$ cat src/rtl/mm_job_sched.sv
// mm_job_sched: job descriptor FIFO and dispatcher in front of the matmul engine.
// Issues one start pulse per job, watches tile progress, returns one completion per job.
module mm_job_sched #(
  parameter int DEPTH    = 4,
  parameter int TAG_W    = 4,
  parameter int TILES    = 1024,
  parameter int CNT_W    = 11,
  parameter int TILE_TMO = 80,
  parameter int TMO_W    = 8
) (
  input  logic             i_clk,
  input  logic             i_rst_n,
  input  logic             i_job_valid,
  output logic             o_job_ready,
  input  logic [1:0]       i_job_mode,
  input  logic [TAG_W-1:0] i_job_tag,
  output logic             o_mm_start,
  output logic [1:0]       o_mm_mode,
  input  logic             i_mm_tile_done,
  input  logic             i_mm_mtrx_done,
  output logic             o_busy,
  output logic [CNT_W-1:0] o_tile_cnt,
  output logic             o_cpl_valid,
  input  logic             i_cpl_ready,
  output logic [TAG_W-1:0] o_cpl_tag,
  output logic             o_cpl_err,
  output logic             o_err
);
  localparam int PTR_W = $clog2(DEPTH);
  localparam int ENT_W = TAG_W + 2;

  typedef enum logic [1:0] {IDLE, START, RUN, HALT} state_t;
  state_t state_q, state_d;

  logic [ENT_W-1:0] fifo_mem [DEPTH];
  logic [PTR_W-1:0] wr_ptr, rd_ptr;
  logic [PTR_W:0]   fifo_cnt;
  logic             fifo_empty, push, pop;

  logic [TAG_W-1:0] tag_q;
  logic [TMO_W-1:0] wd_q;
  logic [CNT_W-1:0] cnt_inc, final_cnt;
  logic             dispatch, cpl_load, timeout;

  function automatic logic [CNT_W-1:0] sat_inc(input logic [CNT_W-1:0] v);
    return (&v) ? v : v + CNT_W'(1);
  endfunction

  assign fifo_empty  = (fifo_cnt == '0);
  assign o_job_ready = (fifo_cnt != (PTR_W+1)'(DEPTH));
  assign push        = i_job_valid & o_job_ready;
  assign pop         = dispatch;
  assign o_busy      = (state_q != IDLE);
  assign cnt_inc     = sat_inc(o_tile_cnt);
  // A tile_done coinciding with mtrx_done is part of the final count.
  assign final_cnt   = i_mm_tile_done ? cnt_inc : o_tile_cnt;

  always_ff @(posedge i_clk) begin
    if (push) fifo_mem[wr_ptr] <= {i_job_mode, i_job_tag};
  end

  always_ff @(posedge i_clk or negedge i_rst_n) begin
    if (!i_rst_n) begin
      wr_ptr   <= '0;
      rd_ptr   <= '0;
      fifo_cnt <= '0;
    end else begin
      if (push) wr_ptr <= wr_ptr + PTR_W'(1);
      if (pop)  rd_ptr <= rd_ptr + PTR_W'(1);
      unique case ({push, pop})
        2'b10:   fifo_cnt <= fifo_cnt + (PTR_W+1)'(1);
        2'b01:   fifo_cnt <= fifo_cnt - (PTR_W+1)'(1);
        default: fifo_cnt <= fifo_cnt;
      endcase
    end
  end

  always_ff @(posedge i_clk or negedge i_rst_n) begin
    if (!i_rst_n) state_q <= IDLE;
    else          state_q <= state_d;
  end

  always_comb begin
    state_d  = state_q;
    dispatch = 1'b0;
    cpl_load = 1'b0;
    timeout  = 1'b0;
    unique case (state_q)
      IDLE: begin
        // Dispatch only when the completion slot is free by the time this job can finish.
        if (!fifo_empty && !o_err && (!o_cpl_valid || i_cpl_ready)) begin
          dispatch = 1'b1;
          state_d  = START;
        end
      end
      START: state_d = RUN;
      RUN: begin
        if (i_mm_mtrx_done) begin
          cpl_load = 1'b1;
          state_d  = IDLE;
        end else if (!i_mm_tile_done && wd_q == TMO_W'(TILE_TMO - 1)) begin
          timeout  = 1'b1;
          cpl_load = 1'b1;
          state_d  = HALT;
        end
      end
      HALT:    state_d = HALT;
      default: state_d = IDLE;
    endcase
  end

  always_ff @(posedge i_clk or negedge i_rst_n) begin
    if (!i_rst_n) begin
      o_mm_start  <= 1'b0;
      o_mm_mode   <= '0;
      tag_q       <= '0;
      o_tile_cnt  <= '0;
      wd_q        <= '0;
      o_cpl_valid <= 1'b0;
      o_cpl_tag   <= '0;
      o_cpl_err   <= 1'b0;
      o_err       <= 1'b0;
    end else begin
      o_mm_start <= dispatch;
      if (dispatch) begin
        {o_mm_mode, tag_q} <= fifo_mem[rd_ptr];
        o_tile_cnt         <= '0;
        wd_q               <= '0;
      end else if (state_q == RUN) begin
        if (i_mm_tile_done) begin
          o_tile_cnt <= cnt_inc;
          wd_q       <= '0;
        end else begin
          wd_q <= wd_q + TMO_W'(1);
        end
      end
      if (cpl_load) begin
        o_cpl_valid <= 1'b1;
        o_cpl_tag   <= tag_q;
        o_cpl_err   <= timeout | (final_cnt != CNT_W'(TILES));
      end else if (i_cpl_ready) begin
        o_cpl_valid <= 1'b0;
      end
      if (timeout) o_err <= 1'b1;
    end
  end
endmodule

$ cat config.mk
export PLATFORM = sky130hd
export DESIGN_NAME = mm_job_sched
export DESIGN_NICKNAME = d
export VERILOG_FILES = /design/src/rtl/mm_job_sched.sv
export SDC_FILE = /design/constraint.sdc
export NUM_CORES = 1
export LEC_CHECK = 0
export ABC_AREA = 0
export CORE_MARGIN = 5
export CORE_UTILIZATION = 30
export CTS_CLUSTER_SIZE = 12
export DETAILED_ROUTE_END_ITERATION = 10
export GPL_TIMING_DRIVEN = 0
export PLACE_DENSITY = 0.45
export SYNTH_ARGS = -nofsm -noshare
export SYNTH_HDL_FRONTEND = slang
export SYNTH_SLANG_ARGS = --single-unit
$ cat constraint.sdc
create_clock -name i_clk -period 5.8 [get_ports i_clk]
set_clock_uncertainty 0.05 [all_clocks]
set_input_delay 1.16 -clock i_clk [delete_from_list [all_inputs] [get_ports i_clk]]
set_output_delay 1.16 -clock i_clk [all_outputs]
set_load 0.05 [all_outputs]
==> reports/results.md <==
Routing
• **number of vias in the routed layout** 2,076
• **DRC violations left** 0
• **Avg WL per Cell** 15.2 um
• **drt first-iter violations** 122
• **via count normalized by instance count** 4.73
• **Routed Wire Length** 6650 um
• **TritonRoute pass-1 iters** 4
• **count of nets left with antenna violations after detail routing** 0

Die
• **width of the die** 112 um
• **die height** 112 um
• **count of standard-cell rows** 37
• **starting density of the core** 0.306
• **area enclosed by the die boundary** 0.0126 mm^2
• **core outline area** 0.0103 mm^2
• **number of top-level pins** 35

Timing
• **post-route minimum period** 3.28 ns
• **post-route setup TNS** 0 ns
• **setup repair after global routing missed its margin** false
• **final max-slew violation count** 0
• **part of the cycle the worst path needs** 0.565
• **Max Freq** 305 MHz
• **worst slew margin relative to its limit** 0.599
• **Worst Tran Pin Value** 0.601 ns
• **count of final hold-check violations** 0
• **number of endpoints failing setup at the final stage** 0

Synthesis
• **dominant combinational cell family by area after synthesis** simple AND/OR/NAND/NOR gates
• **Simple-Gate Fraction of Synth Area** 0.150
• **post-synthesis cell type count** 56
• **Most used DFF post-synth** dfrtp_1
• **Post-synth ARST share** 0.636
• **Post-Synth Adder-Cell Area** 0.0342
• **count of flip-flops with a built-in enable after synthesis** 24
• **flip-flop and latch count after synthesis** 66
• **largest area contributor in the synthesized netlist** dfrtp_1
• **top post-synthesis cells by area** dfrtp_1, edfxtp_1, mux4_2, mux2_2, o21ai_0
• **Synth Area in XOR/XNOR** 0.0278
• **synthesized area per cell** 12.5 um^2
• **fraction of post-synthesis cell area in the top cell type by area** 0.334
• **share of synthesized area occupied by flip-flops and latches** 0.563
• **mux contribution to synthesized area** 0.0862
• **cells after synthesis** 252
• **complex-gate fraction of the synthesized area** 0.0990
• **Yosys Warn Count** 0
• **Post-Syn Area** 0.00315 mm^2
• **post-synthesis net count** 272

Worst setup path
• **data required time at the worst endpoint** 6.01 ns
• **WP data arrival** 3.49 ns
• **largest fanout on the critical path** 11
• **endpoint type of the worst setup path** flop
• **type of the worst setup path** in2reg
• **crit path launch type** primary input

Clocking
• **Post-CTS Hold Fix Bufs** 0
• **CTS tree** yes
• **maximum clock insertion buffer count** 2
• **clock slew seen by the registers of the worst setup and hold paths** 0.07 ns
• **clock latency at the later pin of the worst-skew pair** 0.34 ns
• **total CTS buffers** 9
• **number of clock sinks** 66
• **clock root buffer master** clkbuf_8
• **buffer count from post-CTS setup fixing** 0
• **post_cts resized** 0
• **# H-tree levels** 3

Placed design
• **detailed placer's ending HPWL** 4600 um
• **Placed Cells** 423
• **number of port buffers** 34
• **routability cong.** 0.762
• **placed instance area** 0.00367 mm^2

Power
• **ratio of total power to cell area** 467 mW/mm^2
• **standby leakage power** 1.54 nW
• **VDD IR max** 140 uV

Flow run
• **number of maximum-capacitance violations** 0

Global route
• **initial antenna violation count** 0
• **total overflow reported by the global router** 0
• **largest net degree at the start of global routing** 35
• **gr usage total** 0.109
• **vias in the first global route** 2,076
• **global-route wire length before repair** 10,900 um

Finish
• **number of filler instances in the final layout** 1,039
• **post-layout instance count excluding filler cells** 439
• **most common cell after layout, fill and taps aside** dfrtp_1
• **leading cell types in the layout, fill and taps excluded** dfrtp_1, clkdlybuf4s50_1, edfxtp_1
• **P&R area growth vs syn** 23.2%
• **Antenna Diode Count** 0
• **final standard cell area without fillers** 0.00388 mm^2
• **fin nets** 318
• **ratio of cells with drive above 1 in the final layout** 0.175

Run status
• **outcome** completed

Worst hold path
• **path class of the lowest-slack min-delay path** reg2reg

==> path summary, 6_finish.rpt <==
path	depth (start not counted)	slack (ns)	endpoint	start
worst min register to register	1	0.46	fifo_cnt[0]$_DFFE_PN0P_	fifo_cnt[0]$_DFFE_PN0P_
worst max register to register	9	3.07	fifo_cnt[2]$_DFFE_PN0P_	state_q[1]$_DFFE_PN0P_
worst max-delay path	10	2.52	fifo_cnt[2]$_DFFE_PN0P_	i_cpl_ready
max in group asynchronous	2	4.62	wr_ptr[1]$_DFFE_PN0P_	i_rst_n
min in group asynchronous	1	0.61	tag_q[3]$_DFFE_PN0N_	i_rst_n
worst min-delay path	1	0.46	fifo_cnt[0]$_DFFE_PN0P_	fifo_cnt[0]$_DFFE_PN0P_
==> report_power, final <==
group	switching (mW)	internal, mW	leakage [nW]
logic	0.431	0.294	0.686
clock network	0.200	0.205	0.101
registers	0.0699	0.610	0.754
==> layer usage <==
metal	GRT usage	up-vias	routed length, um
li1	-	1022	-
met4	0.0361	0	96
met3	0.0329	8	241
met5	0	-	0
met2	0.168	40	3030
met1	0.147	1006	3280
==> critical path: stages <==
cell and delay [ns]:
clkdlybuf4s50_1 0.47, nor2b_1 0.09, nor3_4 0.44, buf_4 0.30, ha_1 0.20, inv_1 0.06
fa_1 0.37, xor2_1 0.15, nor2_1 0.11, xor2_1 0.14
==> stage by stage <==
step / utilization / power [mW] / worst slack, ns / hold slack, ns
2_1_floorplan: - / 1.20 / 2.94 / 0.414
5_1_grt: 0.377 / 1.92 / 2.35 / 0.470
4_1_cts: 0.377 / 1.84 / 2.47 / 0.457
3_3_place_gp: 0.356 / 1.42 / 2.13 / 0.436
6_report: 0.377 / 1.81 / 2.52 / 0.455
3_5_place_dp: 0.357 / 1.43 / 2.10 / 0.443
==> flip-flops by register name, indices dropped and copies added, names as in the netlist, 3 cells and up <==
| name | flops |
|---|---|
| o_cpl_tag | 4 |
| wd_q | 8 |
| o_tile_cnt | 11 |
| tag_q | 4 |
| fifo_cnt | 3 |
| fifo_mem | 24 |
==> cell type report <==
class,count,area (um^2),area share
plain buffers,12,92.6,0.0239
clock inverters,7,81.3,0.0210
inverters,9,33.8,0.00871
flip-flops and latches,66,1770,0.457
multi-input cells,165,1250,0.322
repair buffers,35,355,0.0916
well taps,136,170,0.0439
clock buffers,9,124,0.0319
==> cell usage after synthesis, drive strengths merged, types with 4 or more instances <==
| cell | count |
|---|---|
| edfxtp | 24 |
| inv | 9 |
| a31oi | 5 |
| nor3 | 6 |
| nor2 | 16 |
| and3 | 10 |
| nand2 | 14 |
| o21ai | 19 |
| clkbuf | 5 |
| xor2 | 7 |
| buf | 7 |
| nand4 | 8 |
| nand3 | 6 |
| nand2b | 4 |
| mux2 | 10 |
| ha | 7 |
| a21oi | 8 |
| dfrtp | 42 |
| mux4 | 6 |
==> kinds of logic (layout without fill, tap and decap cells) <==
family,after synthesis,count (layout)
AND/OR/NAND/NOR,80,80
flip-flops,66,66
AO/OA/AOI/OAI,49,49
buffers and inverters,21,72
multiplexers,18,18
XOR/XNOR,10,10
adder cells (fa/ha/maj),8,8
Note: power is estimated with default switching activity, not from simulation.
